File: src/rtl/trap_ctrl_pkg.sv
// trap_pkg: shared types and constants for the machine-mode trap sequencer.
// FSM state encoding, CSR addresses, interrupt cause codes, mstatus/mip bit
// positions and the mstatus rewrite helpers used on trap entry and mret.
package trap_pkg;

    typedef enum logic [2:0] {
        ST_IDLE,
        ST_SAVE_EPC,
        ST_SAVE_CAUSE,
        ST_SAVE_STATUS,
        ST_RET_STATUS,
        ST_REDIRECT
    } state_t;

    localparam logic [11:0] CSR_MSTATUS = 12'h300;
    localparam logic [11:0] CSR_MIE     = 12'h304;
    localparam logic [11:0] CSR_MTVEC   = 12'h305;
    localparam logic [11:0] CSR_MEPC    = 12'h341;
    localparam logic [11:0] CSR_MCAUSE  = 12'h342;
    localparam logic [11:0] CSR_MIP     = 12'h344;

    localparam logic [31:0] CAUSE_M_TIMER = 32'h8000_0007;
    localparam logic [31:0] CAUSE_M_EXT   = 32'h8000_000B;

    localparam int MSTATUS_MIE    = 3;
    localparam int MSTATUS_MPIE   = 7;
    localparam int MSTATUS_MPP_LO = 11;
    localparam int MSTATUS_MPP_HI = 12;

    localparam int MIP_MTIP = 7;
    localparam int MIP_MEIP = 11;

    // Trap entry: stash MIE in MPIE, disable interrupts, record M-mode as previous.
    function automatic logic [31:0] trap_mstatus(input logic [31:0] s);
        logic [31:0] r;
        r = s;
        r[MSTATUS_MPIE] = s[MSTATUS_MIE];
        r[MSTATUS_MIE]  = 1'b0;
        r[MSTATUS_MPP_HI:MSTATUS_MPP_LO] = 2'b11;
        return r;
    endfunction

    // mret: restore MIE from MPIE and set MPIE.
    function automatic logic [31:0] ret_mstatus(input logic [31:0] s);
        logic [31:0] r;
        r = s;
        r[MSTATUS_MIE]  = s[MSTATUS_MPIE];
        r[MSTATUS_MPIE] = 1'b1;
        return r;
    endfunction

    // Build the mip view from the two pending bits.
    function automatic logic [31:0] mip_pack(input logic meip, input logic mtip);
        logic [31:0] r;
        r = '0;
        r[MIP_MEIP] = meip;
        r[MIP_MTIP] = mtip;
        return r;
    endfunction

endpackage

File: src/rtl/trap_ctrl_if.sv
// trap_ctrl_if: core/CSR-file side signals of the trap sequencer.
// master = core/CSR file side, slave = trap_ctrl.
interface trap_ctrl_if;
    logic        inst_valid;
    logic [31:0] pc;
    logic        is_mret;
    logic        ext_irq;
    logic [31:0] mtimecmp;
    logic [31:0] mstatus;
    logic [31:0] mie;
    logic [31:0] mtvec;
    logic [31:0] mepc;
    logic        stall;
    logic        csr_wr;
    logic [11:0] csr_addr;
    logic [31:0] csr_wdata;
    logic        redirect_valid;
    logic [31:0] redirect_pc;
    logic [31:0] mip;

    modport master (
        output inst_valid, pc, is_mret, ext_irq, mtimecmp, mstatus, mie, mtvec, mepc,
        input  stall, csr_wr, csr_addr, csr_wdata, redirect_valid, redirect_pc, mip
    );

    modport slave (
        input  inst_valid, pc, is_mret, ext_irq, mtimecmp, mstatus, mie, mtvec, mepc,
        output stall, csr_wr, csr_addr, csr_wdata, redirect_valid, redirect_pc, mip
    );
endinterface

File: src/rtl/trap_ctrl_timer.sv
// trap_timer: mtime counter advancing once every PRESCALE cycles, wrapping at
// 2^32, plus a registered unsigned mtime >= mtimecmp compare (MTIP).
module trap_timer #(
    parameter int unsigned PRESCALE = 1
) (
    input  logic        clk,
    input  logic        rst,
    input  logic [31:0] i_mtimecmp,
    output logic        o_mtip
);
    localparam int unsigned PW = (PRESCALE > 1) ? $clog2(PRESCALE) : 1;

    logic [PW-1:0] r_pre;
    logic [31:0]   r_mtime;
    logic          r_mtip;
    logic          w_tick;

    assign w_tick = (r_pre == PW'(PRESCALE - 1));

    // Prescaler and free-running mtime; natural 32-bit overflow gives the wrap.
    always_ff @(posedge clk) begin
        // NOTE: state is updated with non-blocking assignments so every flop samples pre-edge values.
        if (!rst) begin
            r_pre   <= '0;
            r_mtime <= '0;
        end else if (w_tick) begin
            r_pre   <= '0;
            r_mtime <= r_mtime + 32'd1;
        end else begin
            r_pre   <= r_pre + 1'b1;
        end
    end

    // MTIP is a registered compare, so it lags mtime by one cycle.
    always_ff @(posedge clk) begin
        if (!rst) r_mtip <= 1'b0;
        else      r_mtip <= (r_mtime >= i_mtimecmp);
    end

    assign o_mtip = r_mtip;
endmodule

File: src/rtl/trap_ctrl.sv
// trap_ctrl: machine-mode trap sequencer upstream of the CSR file.
// Takes timer/external interrupts at commit boundaries, writes mepc/mcause/
// mstatus one per cycle, then redirects fetch; also sequences mret.
// Optional: define TRAP_VECTORED_EN to honour vectored mtvec (mode 2'b01).
module trap_ctrl
    import trap_pkg::*;
#(
    parameter int unsigned PRESCALE = 1
) (
    input  logic     clk,
    input  logic     rst,
    trap_ctrl_if.slave bus
);
    state_t      r_state;
    state_t      w_next;
    logic [31:0] r_epc;
    logic [31:0] r_cause;
    logic        r_is_trap;

    logic        w_mtip;
    logic        w_ext_en;
    logic        w_tim_en;
    logic        w_int_pend;
    logic        w_take_int;
    logic        w_take_ret;
    logic [31:0] w_cause;
    logic [31:0] w_base;
    logic [31:0] w_trap_target;
    logic        w_unused;

    trap_timer #(.PRESCALE(PRESCALE)) u_timer (
        .clk        (clk),
        .rst        (rst),
        .i_mtimecmp (bus.mtimecmp),
        .o_mtip     (w_mtip)
    );

    assign w_ext_en   = bus.mie[MIP_MEIP] & bus.ext_irq;
    assign w_tim_en   = bus.mie[MIP_MTIP] & w_mtip;
    assign w_int_pend = bus.mstatus[MSTATUS_MIE] & (w_ext_en | w_tim_en);
    assign w_cause    = w_ext_en ? CAUSE_M_EXT : CAUSE_M_TIMER;

    // An interrupt wins over a coincident mret; the mret is then not executed.
    assign w_take_int = rst & (r_state == ST_IDLE) & bus.inst_valid & w_int_pend;
    assign w_take_ret = rst & (r_state == ST_IDLE) & bus.inst_valid & bus.is_mret & ~w_int_pend;

    assign w_base = {bus.mtvec[31:2], 2'b00};
`ifdef TRAP_VECTORED_EN
    assign w_trap_target = (bus.mtvec[1:0] == 2'b01) ? (w_base + {r_cause[29:0], 2'b00}) : w_base;
`else
    assign w_trap_target = w_base;
`endif

    assign bus.mip  = mip_pack(bus.ext_irq, w_mtip);
    assign w_unused = ^{bus.mie[31:12], bus.mie[10:8], bus.mie[6:0], bus.mtvec[1:0]};

    // State register.
    always_ff @(posedge clk) begin
        if (!rst) r_state <= ST_IDLE;
        else      r_state <= w_next;
    end

    // Capture pc and cause at acceptance so later level changes are ignored.
    always_ff @(posedge clk) begin
        if (!rst) begin
            r_epc     <= '0;
            r_cause   <= '0;
            r_is_trap <= 1'b0;
        end else if (w_take_int) begin
            r_epc     <= bus.pc;
            r_cause   <= w_cause;
            r_is_trap <= 1'b1;
        end else if (w_take_ret) begin
            r_is_trap <= 1'b0;
        end
    end

    // Next-state logic.
    always_comb begin
        // NOTE: default assignment first so no path leaves w_next unassigned (no latch).
        w_next = r_state;
        unique case (r_state)
            ST_IDLE: begin
                if (w_take_int)      w_next = ST_SAVE_EPC;
                else if (w_take_ret) w_next = ST_RET_STATUS;
            end
            ST_SAVE_EPC:    w_next = ST_SAVE_CAUSE;
            ST_SAVE_CAUSE:  w_next = ST_SAVE_STATUS;
            ST_SAVE_STATUS: w_next = ST_REDIRECT;
            ST_RET_STATUS:  w_next = ST_REDIRECT;
            ST_REDIRECT:    w_next = ST_IDLE;
            default:        w_next = ST_IDLE;
        endcase
    end

    // Outputs: stall, CSR write port and fetch redirect, decoded from state.
    always_comb begin
        bus.stall          = 1'b0;
        bus.csr_wr         = 1'b0;
        bus.csr_addr       = '0;
        bus.csr_wdata      = '0;
        bus.redirect_valid = 1'b0;
        bus.redirect_pc    = '0;
        unique case (r_state)
            ST_IDLE: bus.stall = w_take_int | w_take_ret;
            ST_SAVE_EPC: begin
                bus.stall     = 1'b1;
                bus.csr_wr    = 1'b1;
                bus.csr_addr  = CSR_MEPC;
                bus.csr_wdata = r_epc;
            end
            ST_SAVE_CAUSE: begin
                bus.stall     = 1'b1;
                bus.csr_wr    = 1'b1;
                bus.csr_addr  = CSR_MCAUSE;
                bus.csr_wdata = r_cause;
            end
            ST_SAVE_STATUS: begin
                bus.stall     = 1'b1;
                bus.csr_wr    = 1'b1;
                bus.csr_addr  = CSR_MSTATUS;
                bus.csr_wdata = trap_mstatus(bus.mstatus);
            end
            ST_RET_STATUS: begin
                bus.stall     = 1'b1;
                bus.csr_wr    = 1'b1;
                bus.csr_addr  = CSR_MSTATUS;
                bus.csr_wdata = ret_mstatus(bus.mstatus);
            end
            ST_REDIRECT: begin
                bus.stall          = 1'b1;
                bus.redirect_valid = 1'b1;
                bus.redirect_pc    = r_is_trap ? w_trap_target : bus.mepc;
            end
            default: ;
        endcase
    end
endmodule

File: src/flat_wrapper.sv
// flat-port wrapper written by rule: the top's interface ports become plain ports
module trap_ctrl_flat import trap_pkg::*;
#(
    parameter int unsigned PRESCALE = 1
)
  (clk, rst, bus_inst_valid, bus_pc, bus_is_mret, bus_ext_irq, bus_mtimecmp, bus_mstatus, bus_mie, bus_mtvec, bus_mepc, bus_stall, bus_csr_wr, bus_csr_addr, bus_csr_wdata, bus_redirect_valid, bus_redirect_pc, bus_mip);
  trap_ctrl_if bus_i ();
  input  logic clk;
  input  logic rst;
  input wire logic [$bits(bus_i.inst_valid)-1:0] bus_inst_valid;
  input wire logic [$bits(bus_i.pc)-1:0] bus_pc;
  input wire logic [$bits(bus_i.is_mret)-1:0] bus_is_mret;
  input wire logic [$bits(bus_i.ext_irq)-1:0] bus_ext_irq;
  input wire logic [$bits(bus_i.mtimecmp)-1:0] bus_mtimecmp;
  input wire logic [$bits(bus_i.mstatus)-1:0] bus_mstatus;
  input wire logic [$bits(bus_i.mie)-1:0] bus_mie;
  input wire logic [$bits(bus_i.mtvec)-1:0] bus_mtvec;
  input wire logic [$bits(bus_i.mepc)-1:0] bus_mepc;
  output wire logic [$bits(bus_i.stall)-1:0] bus_stall;
  output wire logic [$bits(bus_i.csr_wr)-1:0] bus_csr_wr;
  output wire logic [$bits(bus_i.csr_addr)-1:0] bus_csr_addr;
  output wire logic [$bits(bus_i.csr_wdata)-1:0] bus_csr_wdata;
  output wire logic [$bits(bus_i.redirect_valid)-1:0] bus_redirect_valid;
  output wire logic [$bits(bus_i.redirect_pc)-1:0] bus_redirect_pc;
  output wire logic [$bits(bus_i.mip)-1:0] bus_mip;
  assign bus_i.inst_valid = bus_inst_valid;
  assign bus_i.pc = bus_pc;
  assign bus_i.is_mret = bus_is_mret;
  assign bus_i.ext_irq = bus_ext_irq;
  assign bus_i.mtimecmp = bus_mtimecmp;
  assign bus_i.mstatus = bus_mstatus;
  assign bus_i.mie = bus_mie;
  assign bus_i.mtvec = bus_mtvec;
  assign bus_i.mepc = bus_mepc;
  assign bus_stall = bus_i.stall;
  assign bus_csr_wr = bus_i.csr_wr;
  assign bus_csr_addr = bus_i.csr_addr;
  assign bus_csr_wdata = bus_i.csr_wdata;
  assign bus_redirect_valid = bus_i.redirect_valid;
  assign bus_redirect_pc = bus_i.redirect_pc;
  assign bus_mip = bus_i.mip;
  trap_ctrl #(.PRESCALE(PRESCALE)) u_core (.clk(clk), .rst(rst), .bus(bus_i));
endmodule
File: config.mk
export PLATFORM = sky130hd
export DESIGN_NAME = trap_ctrl_flat
export DESIGN_NICKNAME = d
export VERILOG_FILES = /design/src/rtl/trap_ctrl_pkg.sv /design/src/rtl/trap_ctrl_if.sv /design/src/rtl/trap_ctrl_timer.sv /design/src/rtl/trap_ctrl.sv /design/src/flat_wrapper.sv
export SDC_FILE = /design/constraint.sdc
export NUM_CORES = 1
export LEC_CHECK = 0
export ABC_AREA = 1
export CAP_MARGIN = 30
export CORE_MARGIN = 2
export CORE_UTILIZATION = 35
export CTS_CLUSTER_SIZE = 28
export DETAILED_ROUTE_END_ITERATION = 7
export PLACE_DENSITY_LB_ADDON = 0.1
export RECOVER_POWER = 100
export SYNTH_ARGS = -nofsm -noshare
export SYNTH_HDL_FRONTEND = slang
export SYNTH_HIERARCHICAL = 1
export SYNTH_SLANG_ARGS = --single-unit
File: constraint.sdc
create_clock -name clk -period 1.3 [get_ports clk]
set_input_delay 0.26 -clock clk [delete_from_list [all_inputs] [get_ports clk]]
set_output_delay 0.26 -clock clk [all_outputs]
set_load 0.03 [all_outputs]
**Yosys cells after proc, flatten, opt, wreduce, memory -nomap -nowiden**

Cells that the tools add are included.

- Flip-flop bits (word level): 102
- Bits of input ports: 197
- Output and inout bits: 111
- Logic and storage cells: 46

- $add $sub $neg: 2
- $lt $le $gt $ge: 1
- Eq/ne operators: 6
- Mux-type cells: 13
- Bitwise gates (word level): 11
- Reductions and logical operators: 6

Operators by type and width:

| kind | number |
|---|---|
| case mux 32 bit (4 select lines) | 1 |
| two-way mux 32 bit | 2 |
| adder 32 x 1 -> 32 bit, second input constant | 1 |
| >= comparator 32 bit | 1 |
| case mux 10 bit (3 select lines) | 1 |
| case mux 3 bit (4 select lines) | 1 |
| bitwise AND 1 bit | 8 |
| equality test 3 x 2 -> 1 bit, second input constant | 2 |
| equality test 3 bit, second input constant | 2 |
| two-way mux 3 bit | 2 |
| OR reduction 5 bit | 1 |
| two-way mux 1 bit | 4 |
| two-way mux 4 bit | 1 |
| OR reduction 4 bit | 1 |
| equality test 3 x 1 -> 1 bit, second input constant | 1 |
| logical NOT 3 bit | 1 |
| inequality test 3 x 1 -> 1 bit, second input constant | 1 |
| OR 1 bit | 2 |
| case mux 1 bit (2 select lines) | 1 |
| AND reduction 2 bit | 1 |
| nonzero test 2 bit | 1 |
| OR reduction 2 bit | 1 |
| adder 1 bit, second input constant | 1 |
| inverter 1 bit | 1 |

**Depth between registers and ports, before layout**

Gate-level depths: netlist (run 1).

- Depth after elaboration: 8
- Gate-level depth with buffers: 13
- Depth with buffers taken out: 13

**Modules after synthesis**

Netlist (run 1), hierarchy kept.

By module, submodules not included:

| module | instances | cells each | area each (sq um) | sequential area each (sq um) |
|---|---|---|---|---|
| trap_ctrl | 1 | 406 | 2642.5 | 780.7 |
| trap_timer | 1 | 402 | 2627.5 | 680.7 |

**Worst setup path after synthesis (run 1)**

OpenSTA, ideal clock, no wires.

- Path kind: register to output
- From: reg u_core.r_state[1]
- To: out bus_csr_addr[9]
- Arrival time: 1.951 ns
- Data required time: 1.040 ns
- Slack: -0.911 ns
- Cell stages (with the launch flop): 8
- Path buffers: 1
- Cell sequence: dfxtp_1 nand2_2 nor2_1 inv_1 nand2_1 inv_1 nand3_1 buf_4

- Cells in the longest elaborated chain, start to end: 3
- Elaborated cells on any way between the ends: 6
- Those cells by class: 4 x eq/ne; 1 x mux; 1 x reduce/logical

Ends and longest elaborated chain:

| what | RTL line | text |
|---|---|---|
| from (decl) | trap_ctrl.sv:14 | `state_t r_state;` |
| from (signal assigned) | trap_ctrl.sv:60 | `else r_state <= w_next;` |
| equality test 3 x 2 -> 1 bit / equality test 3 bit (equally long branches) | trap_ctrl.sv:104 | `unique case (r_state)` |
| OR reduction 2 bit (no line) | -- |  |
| case mux 10 bit (3 select lines) (*) | trap_ctrl.sv:104 |  |
| to (decl) | flat_wrapper.sv:21 | `output wire logic [$bits(bus_i.csr_addr)-1:0] bus_csr_addr;` |

Every way passes the cells marked *; elsewhere a longest branch is shown, timed or not.

**Final worst setup path (run 1)**

- From: reg u_core.r_state[1]
- To: out bus_csr_wdata[18]

- Cells in the longest elaborated chain, start to end: 2
- Elaborated cells on any way between the ends: 5
- Those cells by class: 4 x eq/ne; 1 x mux

Ends and longest elaborated chain:

| what | RTL line | text |
|---|---|---|
| equality test 3 bit, or another cell as far along | trap_ctrl.sv:104 |  |
| case mux 32 bit (4 select lines) (*) | trap_ctrl.sv:104 |  |
| to (decl) | flat_wrapper.sv:22 | `output wire logic [$bits(bus_i.csr_wdata)-1:0] bus_csr_wdata;` |

Marks and branches as above.

==> impl_metrics.csv, run 1 <==
group,metric,value,unit
run_status,status,"complete, but fails checks",
run_status,violations,"setup timing",
floorplan,core_area,0.0146,mm²
yosys,yosysSeqAreaShare,27.7,%
yosys,syn_area,0.00527,mm²
yosys,syn_avg_cell_area,6.52,µm²
timing,clock_skew,0.00652,ns
cells_and_area,drive_above_1_share,41.8,%
global_route,grt.overflow.total,0,
timing,timing.final.ws_setup,-0.618,ns
yosys,synth-main-ff-cell,"dfxtp_1",
setup_path,crit_buf_inv,5,
clock_network,cts.sinks,73,
yosys,synth_edf_count,0,
floorplan,initial_core_util,36.0,%
cells_and_area,final_cell_mix,"161 x clkdlybuf4s50_1, 154 x nand2_1, 91 x buf_4",
clock_network,cts_tree,"done",
yosys,synth-async-reset-ratio,0,%
floorplan,fp.dieArea,0.0161,mm²
floorplan,io_pins,308,
setup_path,slowest_delay,0.38,ns
setup_path,slowest_stage,"dfxtp_4",
run,drv_cap,0,
timing,timing.fmax,521,MHz
route,postRouteAntennaNets,0,
timing,fin_setup_tns,-57.54,ns
global_route,track_usage,24.0,%
yosys,ys_seq_elements,73,
floorplan,rows,44,
setup_path,cp_cell_sequence,"inv_4, nand2_4, nor2_4, inv_2, nand2_4, buf_12, buf_12, a22o_4, buf_6",
global_route,antenna_found_initial,0,
cells_and_area,antenna_cells,0,
timing,rsz0062_at_grt,"yes",
pwr,power,6.83,mW
clock_network,htree_levels,3,
timing,setup_viol,139,
cells_and_area,area_delta_synth_final,110,%
setup_path,crit_path_start_kind,"flop",
placed_design,hpwl,14400,µm
global_route,grt_max_degree,36,
setup_path,worstPathRequired,1.04,ns
route,via_per_inst,4.78,
setup_path,worstSetupPathType,"flop to output pin",
pwr,cellPowerDensity,616,mW/mm²
clock_network,cts_buffer_depth,2,
route,wirelength,21100,µm
cells_and_area,register_area,0.00150,mm²
setup_path,cp_top_family,"buffers and inverters",
route,wl_per_cell,15.5,µm
yosys,yosysUniqueCellTypes,36,
setup_path,endpoint_kind,"output pin",
cells_and_area,final_nets,1404,
timing,fin_crit,1.92,ns
placed_design,routabilityCongestion,0.852,
global_route,grt_pass1_wl,31000,µm
placed_design,port_buffers,238,
clock_network,postCtsHoldBufs,0,
clock_network,root_buffer,"clkbuf_16",
route,drt_iter0_drc,264,
timing,final_hold_viol_count,0,
clock_network,clk_latency,0.34,ns
route,drc,0,
floorplan,chipWidth,127,µm
yosys,yosysWarningCount,6,
route,vias,6501,
cells_and_area,final_area,0.0111,mm²
setup_path,critPathMaxFanout,6,
cells_and_area,fill_cells,1094,
cells_and_area,utilization,75.7,%
cells_and_area,multi_input_area,0.00446,mm²
clock_network,cts_made_buffers,9,
worst_hold_path,hold_path_class,"primary input to flop",
clock_network,clk_pin_slew_worst_paths,0.06,ns
pwr,ir_worst_vdd,714,µV
setup_path,cp.arrival,1.66,ns
floorplan,dieHeight,127,µm
yosys,synthCells,808,
timing,post-route-period-util,148,%
cells_and_area,layout.cells.most_common,"clkdlybuf4s50_1",
global_route,grt_pass1_vias,6200,
route,first_pass_iters,4,
pwr,p_leak,4.98,nW
timing,slew_viol_final,0,
placed_design,dpl_cell_area,0.00898,mm²
-- per-stage QoR --
step | std cells | hold WS [ns] | setup slack (ns)
2_1_floorplan | 844 | 0.396 | -0.210
4_1_cts | 1343 | 0.463 | -0.613
3_5_place_dp | 1298 | 0.451 | -0.638
6_report | 1361 | 0.443 | -0.618
3_3_place_gp | 1298 | 0.447 | -0.610
5_1_grt | 1361 | 0.472 | -0.668
-- state kept, by name, indices dropped and copies added (netlist names) --
name and count:
u_core/r_cause 3, u_core/r_epc 32, u_core/r_is_trap 1, u_core/r_state 3, u_core/u_timer/o_mtip 1, u_core/u_timer/r_mtime 32
u_core/u_timer/r_pre 1
-- timing repair --
| item | 4_1_cts | 5_1_grt |
|---|---|---|
| gates resized for setup | 198 | 141 |
| setup buffers | 21 | 19 |
| gates cloned | 8 | 3 |
| pin swaps | 47 | 77 |
| endpoints found under the setup margin | 133 | 144 |
-- routing by layer --
metal | share of wire [%] | global-route usage, % | up-vias
met5 | 0 | 0 | -
met4 | 2.1 | 6.85 | 0
met3 | 5.0 | 3.84 | 35
met2 | 54 | 45.2 | 190
met1 | 39 | 28.0 | 3018
li1 | - | - | 3258
-- Yosys cell counts (3+ instances only) --
| master | count | share of area, % |
|---|---|---|
| o21a_1 | 4 | 0.57 |
| o21ai_1 | 5 | 0.47 |
| buf_4 | 43 | 6.1 |
| buf_6 | 6 | 1.3 |
| nand2_2 | 5 | 0.59 |
| nor2_4 | 8 | 1.7 |
| nor2_1 | 137 | 9.8 |
| buf_2 | 7 | 0.66 |
| inv_1 | 86 | 6.1 |
| nand4_1 | 12 | 1.4 |
| xor2_1 | 3 | 0.50 |
| ha_1 | 35 | 8.3 |
| nor3_1 | 5 | 0.47 |
| inv_2 | 9 | 0.64 |
| nor2_2 | 6 | 0.71 |
| nand2_1 | 185 | 13 |
| a21oi_1 | 59 | 5.6 |
| o21ai_0 | 43 | 4.1 |
| clkbuf_1 | 9 | 0.64 |
| nand3_1 | 24 | 2.3 |
| a22o_1 | 24 | 4.0 |
| dfxtp_1 | 73 | 28 |
-- final timing paths --
kind | start | end | slack (ns) | cells past startpoint
setup / recovery | u_core/r_state[1] | bus_csr_wdata[18] | -0.62 | 9
hold / removal | rst | u_core/r_epc[30] | 0.44 | 4
setup reg to reg | u_core/r_state[2] | u_core/r_epc[16] | -0.38 | 12
hold reg to reg | u_core/r_epc[0] | u_core/r_epc[0] | 0.50 | 2
-- report_power, final --
group / leakage, nW / internal [mW] / total (mW) / switching [mW]
clock network: 0.149 / 1.54 / 2.54 / 1.00
logic: 4.23 / 1.06 / 1.98 / 0.920
registers: 0.601 / 2.26 / 2.31 / 0.0461
total: 4.98 / 4.86 / 6.83 / 1.97
-- logic make-up (layout without fill, tap and decap cells) --
kind of cell | after synthesis | count (layout) | synth area share [%]
AO/OA/AOI/OAI | 141 | 141 | 15.7
XOR/XNOR | 3 | 3 | 0.499
adder cells (fa/ha/maj) | 35 | 35 | 8.31
buffers and inverters | 163 | 496 | 15.7
flip-flops | 73 | 73 | 27.7
other | 2 | 38 | 0.143
AND/OR/NAND/NOR | 391 | 391 | 31.9
-- worst reg2reg max path, cell delays in order, from the launching register on --
cell and delay (ns):
dfxtp_4 0.38, inv_4 0.04, buf_4 0.15, nand2_4 0.08, nor2_4 0.05, buf_6 0.11, buf_6 0.12, nand2_8 0.14
clkinv_8 0.09, buf_12 0.13, buf_16 0.14, nor2_2 0.10, nor2_1 0.06
-- layout make-up --
| class | count | share of cell area, % |
|---|---|---|
| multi-input cells | 608 | 40.2 |
| repair buffers | 384 | 37.8 |
| flip-flops and latches | 73 | 13.5 |
| inverters | 96 | 3.63 |
| clock buffers | 10 | 2.16 |
| well taps | 184 | 2.08 |
| clock inverters | 6 | 0.598 |
(Power assumes the default switching activity.)
==> run 2, diff against run 1 <==
Settings changed: SLEW_MARGIN set to 10.
==> results of run 2 <==
The final DEF is identical to that of run 1; final timing and power are the same.
==> run 3, diff against run 2 <==
Settings changed: CORE_ASPECT_RATIO set to 1.4, HOLD_SLACK_MARGIN set to 0.05.
==> impl_metrics.csv, run 3 (synthesis gave the netlist of run 1 again) <==
group,metric,value,unit
timing,slew_viol_final,0,
worst_hold_path,hold_path_class,"flop to flop",
global_route,grt_max_degree,22,
placed_design,dp_cells,1300,
cells_and_area,reg_top3,"u_core/r_epc: 32 flops, u_core/u_timer/r_mtime: 32 flops",
placed_design,port_buffers,238,
cells_and_area,final_nets,1384,
timing,timing.final.ws_setup,-0.529,ns
clock_network,cts.sinks,73,
cells_and_area,fill_cells,1249,
clock_network,cts_buffer_depth,2,
setup_path,timing.critical_path.to,"bus_csr_wdata[13]",
setup_path,r2r-start,"u_core/r_state[0]",
setup_path,worstPathRequired,1.04,ns
clock_network,cts_tree,"done",
timing,fin_crit,1.83,ns
route,drc,0,
timing,post-route-period-util,141,%
setup_path,worstSetupPathType,"flop to output pin",
floorplan,chipWidth,108,µm
cells_and_area,drive_above_1_share,37.8,%
clock_network,cts_made_buffers,9,
timing,rsz0062_at_grt,"yes",
clock_network,htree_levels,3,
global_route,grt_pass1_wl,29600,µm
route,via_per_inst,4.65,
floorplan,dieHeight,149,µm
placed_design,post-place-ws,-0.587,ns
setup_path,endpoint_kind,"output pin",
global_route,track_usage,23.0,%
clock_network,postCtsHoldBufs,0,
cells_and_area,layout.cells.most_common,"nand2_1",
pwr,p_leak,4.58,nW
setup_path,critPathMaxFanout,15,
run_status,violations,"setup timing",
placed_design,hpwl,14500,µm
setup_path,r2r_slack,-0.32,ns
route,postRouteAntennaNets,0,
setup_path,worstSetupStartpoint,"u_core/r_state[1]",
route,wirelength,19300,µm
cells_and_area,final_cell_mix,"162 x nand2_1, 157 x clkdlybuf4s50_1, 119 x nor2_1",
pwr,ir_worst_vdd,492,µV
clock_network,clk_latency,0.33,ns
timing,setup_viol,134,
global_route,grt.overflow.total,0,
route,vias,6268,
global_route,grt_pass1_vias,6041,
floorplan,io_pins,308,
global_route,antenna_found_initial,0,
timing,final_hold_viol_count,0,
cells_and_area,antenna_cells,0,
floorplan,fp.dieArea,0.0161,mm²
timing,clock_skew,0.00857,ns
floorplan,core_area,0.0149,mm²
clock_network,clk_pin_slew_worst_paths,0.06,ns
pwr,cellPowerDensity,628,mW/mm²
setup_path,reg2reg_depth,10,
floorplan,rows,53,
route,drt_iter0_drc,235,
run_status,status,"complete, but fails checks",
cells_and_area,fin_cells,1349,
setup_path,crit_path_start_kind,"flop",
clock_network,root_buffer,"clkbuf_16",
timing,timing.fmax,547,MHz
setup_path,cp.arrival,1.57,ns
run,drv_cap,0,
cells_and_area,area_delta_synth_final,97.0,%
floorplan,initial_core_util,35.5,%
setup_path,r2r_end,"u_core/r_epc[21]",
placed_design,routabilityCongestion,0.820,
route,wl_per_cell,14.3,µm
route,first_pass_iters,4,
timing,fin_setup_tns,-46.55,ns
## run 3: changes by cell type in the layout (fill, tap and decap cells not counted), moves of 5 or more
cell	delta
a22o_2	+11
buf_12	-14
a22o_4	-11
nor2_1	+39
dfxtp_1	-6
dfxtp_4	+5
dlygate4sd2_1	+5
nand2_4	-5
inv_2	+5
nor2_2	-25
nor2_4	-14
nand2_1	+8
o21ai_0	+7
## run 3: metrics by stage
step	util [%]	hold slack, ns	area, µm²	total power, mW
2_1_floorplan	-	0.396	6070	3.23
3_3_place_gp	59.6	0.448	8850	3.91
3_5_place_dp	59.6	0.452	8850	3.92
4_1_cts	67.4	0.465	10000	6.57
5_1_grt	69.9	0.505	10400	6.84
6_report	69.9	0.468	10400	6.53
## run 3: worst min-delay path by stage
stage | from | cells after the start | end | slack, ns
CTS | u_core/r_cause[2] | 2 | u_core/r_cause[2] | 0.47
global route | u_core/r_cause[2] | 2 | u_core/r_cause[2] | 0.50
global placement | u_core/r_cause[2] | 2 | u_core/r_cause[2] | 0.45
detailed placement | u_core/r_cause[2] | 2 | u_core/r_cause[2] | 0.45
floorplan | rst | 2 | u_core/r_epc[1] | 0.40
finish | u_core/r_cause[2] | 2 | u_core/r_cause[2] | 0.47
## run 3: worst max-delay path, cell delays in order (launching register included)
cell     delay, ns
dfxtp_4       0.38
inv_4         0.05
nand2_4       0.08
nor2_4        0.04
inv_2         0.07
nand2_4       0.10
buf_12        0.17
a22o_2        0.21
buf_6         0.14
## run 3: per-layer routing
layer / global-route usage, % / routed length, µm / part of all wire (%)
met5: 0 / 0 / 0
met4: 6.15 / 340 / 1.8
met3: 4.81 / 999 / 5.2
met2: 44.1 / 10500 / 54
met1: 25.2 / 7430 / 39
## run 3: power by group
part,total (mW),switching [mW],internal [mW],leakage [nW]
Sequential,2.29,0.0366,2.26,0.605
Combinational,1.77,0.844,0.922,3.83
Clock,2.47,0.984,1.48,0.146
Total,6.53,1.86,4.66,4.58
## run 3: what timing repair did
action | 4_1_cts | 5_1_grt
endpoints found under the hold margin | 0 | 0
resized for setup | 171 | 88
setup buffers | 17 | 16
setup endpoints to repair | 132 | 139
gates cloned | 6 | 1
pin swaps | 62 | 43
## run 3: final cells by class
cell class / count / area, µm² / share of cell area (%)
clock buffer: 9 / 225 / 2.17
clock inverter: 7 / 67.6 / 0.651
inverter: 96 / 385 / 3.71
multi-input combinational: 609 / 4180 / 40.3
sequential: 73 / 1520 / 14.7
tap: 192 / 240 / 2.31
timing repair buffer: 363 / 3760 / 36.2
==> patch (settings of run 3) <==
The package constant `MSTATUS_MPP_HI` goes from 12 to 24.
--- a/src/rtl/trap_ctrl_pkg.sv
+++ b/src/rtl/trap_ctrl_pkg.sv
@@ -27,3 +27,3 @@
     localparam int MSTATUS_MPP_LO = 11;
-    localparam int MSTATUS_MPP_HI = 12;
+    localparam int MSTATUS_MPP_HI = 24;
 
Behaviour: not the same (Yosys sat finds a counterexample within 4 cycles, from zero or initial values and one cycle with rst low).
==> patch against run 3 <==
- the run still ends with negative setup slack left
- synthesized area hardly changed
- routed wire length rose by 11%
- power grew 3.2%
- setup slack worse by 0.068 ns
- critical path depth increased by 1
- fmax decreased by 3.6%
- sequential cell count did not move
- final cell count increased by 1.3%
- final area up 3.8%
- critical endpoint is now bus_csr_wdata[29]
- largest cell class unchanged
==> patch: results (changes against run 3) <==
================================================================================
Outcome                                                             complete, but fails checks
Failing checks                                                      negative setup slack
Fraction of final layout cells with drive strength greater than 1          41.1%   +3.4 points
Number of gates resized after CTS                                            230   +35%
Met2 track demand over resource in global routing                          45.7%   +1.6 points
Switching power as a share of total power                                  28.9%   +0.29 points
Arrival time worst endpoint                                              1.64 ns   +0.07 ns
Via count of the first global-routing pass                                  6209   +2.8%
Global routing met3 resource utilization                                   5.59%   +0.79 points
GRT Total Usage                                                            23.8%   +0.83 points
Share of the final layout cell area in sequential cells                    13.9%   -0.73 points
Final-layout non-clock buffer area share                                   36.3%   +0.11 points
Gate Count Post-Synth                                                        806   -0.25%
Proportion of synthesized chip area in sequential cells                    27.7%   about the same
Placed wire-length estimate                                              14.5 mm   about the same
Multi-input combinational gate total                                         607   -0.33%
Average wire length per cell after detail routing                        15.7 um   +10%
Slack of the critical path                                             -0.597 ns   -0.0678 ns
Hold WC Path Type                                                         in2reg
Mean number of vias per cell                                                4.78   +2.9%
Relative contribution of the clock network to total power                  37.1%   -0.7 points
Reg2reg start                                                       u_core/u_timer/r_mtime[0]
Final count of negative-setup-slack endpoints                                139   +3.7%
Endpoint of the most critical register-to-register path             u_core/u_timer/r_mtime[30]
Routed wire length on met3                                               1.23 mm   +23%
R2R setup slack                                                         -0.30 ns   +0.02 ns
Number of DRC violations after detailed-routing iteration 0                  212   -9.8%
================================================================================
## patch: cell types whose count changed in the layout (fill, tap and decap cells not counted), sizes merged, moves of 3 or more
cell         change
buf             +12
clkbuf           +6
clkinv           +4
dlygate4sd2      -4
nand2            -3
nand3            -3
## patch: cell families after synthesis
kind of cell / share of synthesized area [%]
xor gates and xnor gates: 0.499
DFF: 27.7
buffers and inverters: 15.9
AOI/OAI and AO/OA: 16.0
adders and majority gates: 8.31
other: 0.143
and+or+nand+nor: 31.4
## patch: power by group through the flow
stage                     Sequential (mW)  Combinational, mW  Clock (mW)
after floorplan                      2.35              0.877           0
after global placement               2.36               1.55           0
after detailed placement             2.36               1.56           0
after CTS                            2.31               1.81        2.59
after global routing                 2.31               2.05        2.68
final                                2.31               1.93        2.50
## patch: per-stage QoR
step                utilization, %  hold slack [ns]  TNS (ns)
finish                        72.6            0.469    -48.65
global placement              59.3            0.449    -27.93
global route                  72.6            0.485    -57.83
floorplan                        -            0.396     -9.61
detailed placement            59.3            0.451    -29.20
CTS                           68.4            0.398    -50.01
## patch: worst max-delay path by stage
stage / end / slack (ns) / depth (start not counted)
finish: bus_csr_wdata[29] / -0.60 / 9
global route: bus_csr_wdata[29] / -0.67 / 9
CTS: bus_csr_wdata[5] / -0.61 / 9
detailed placement: u_core/u_timer/o_mtip / -0.54 / 11
global placement: u_core/u_timer/o_mtip / -0.52 / 11
floorplan: bus_csr_addr[9] / -0.21 / 8
## patch: worst min-delay path, stage by stage
cell and delay [ns]:
sky130_fd_sc_hd__dlymetal6s2s_1 0.11, sky130_fd_sc_hd__nand2_2 0.08, sky130_fd_sc_hd__buf_4 0.13, sky130_fd_sc_hd__nand3_1 0.10, sky130_fd_sc_hd__a21oi_1 0.07
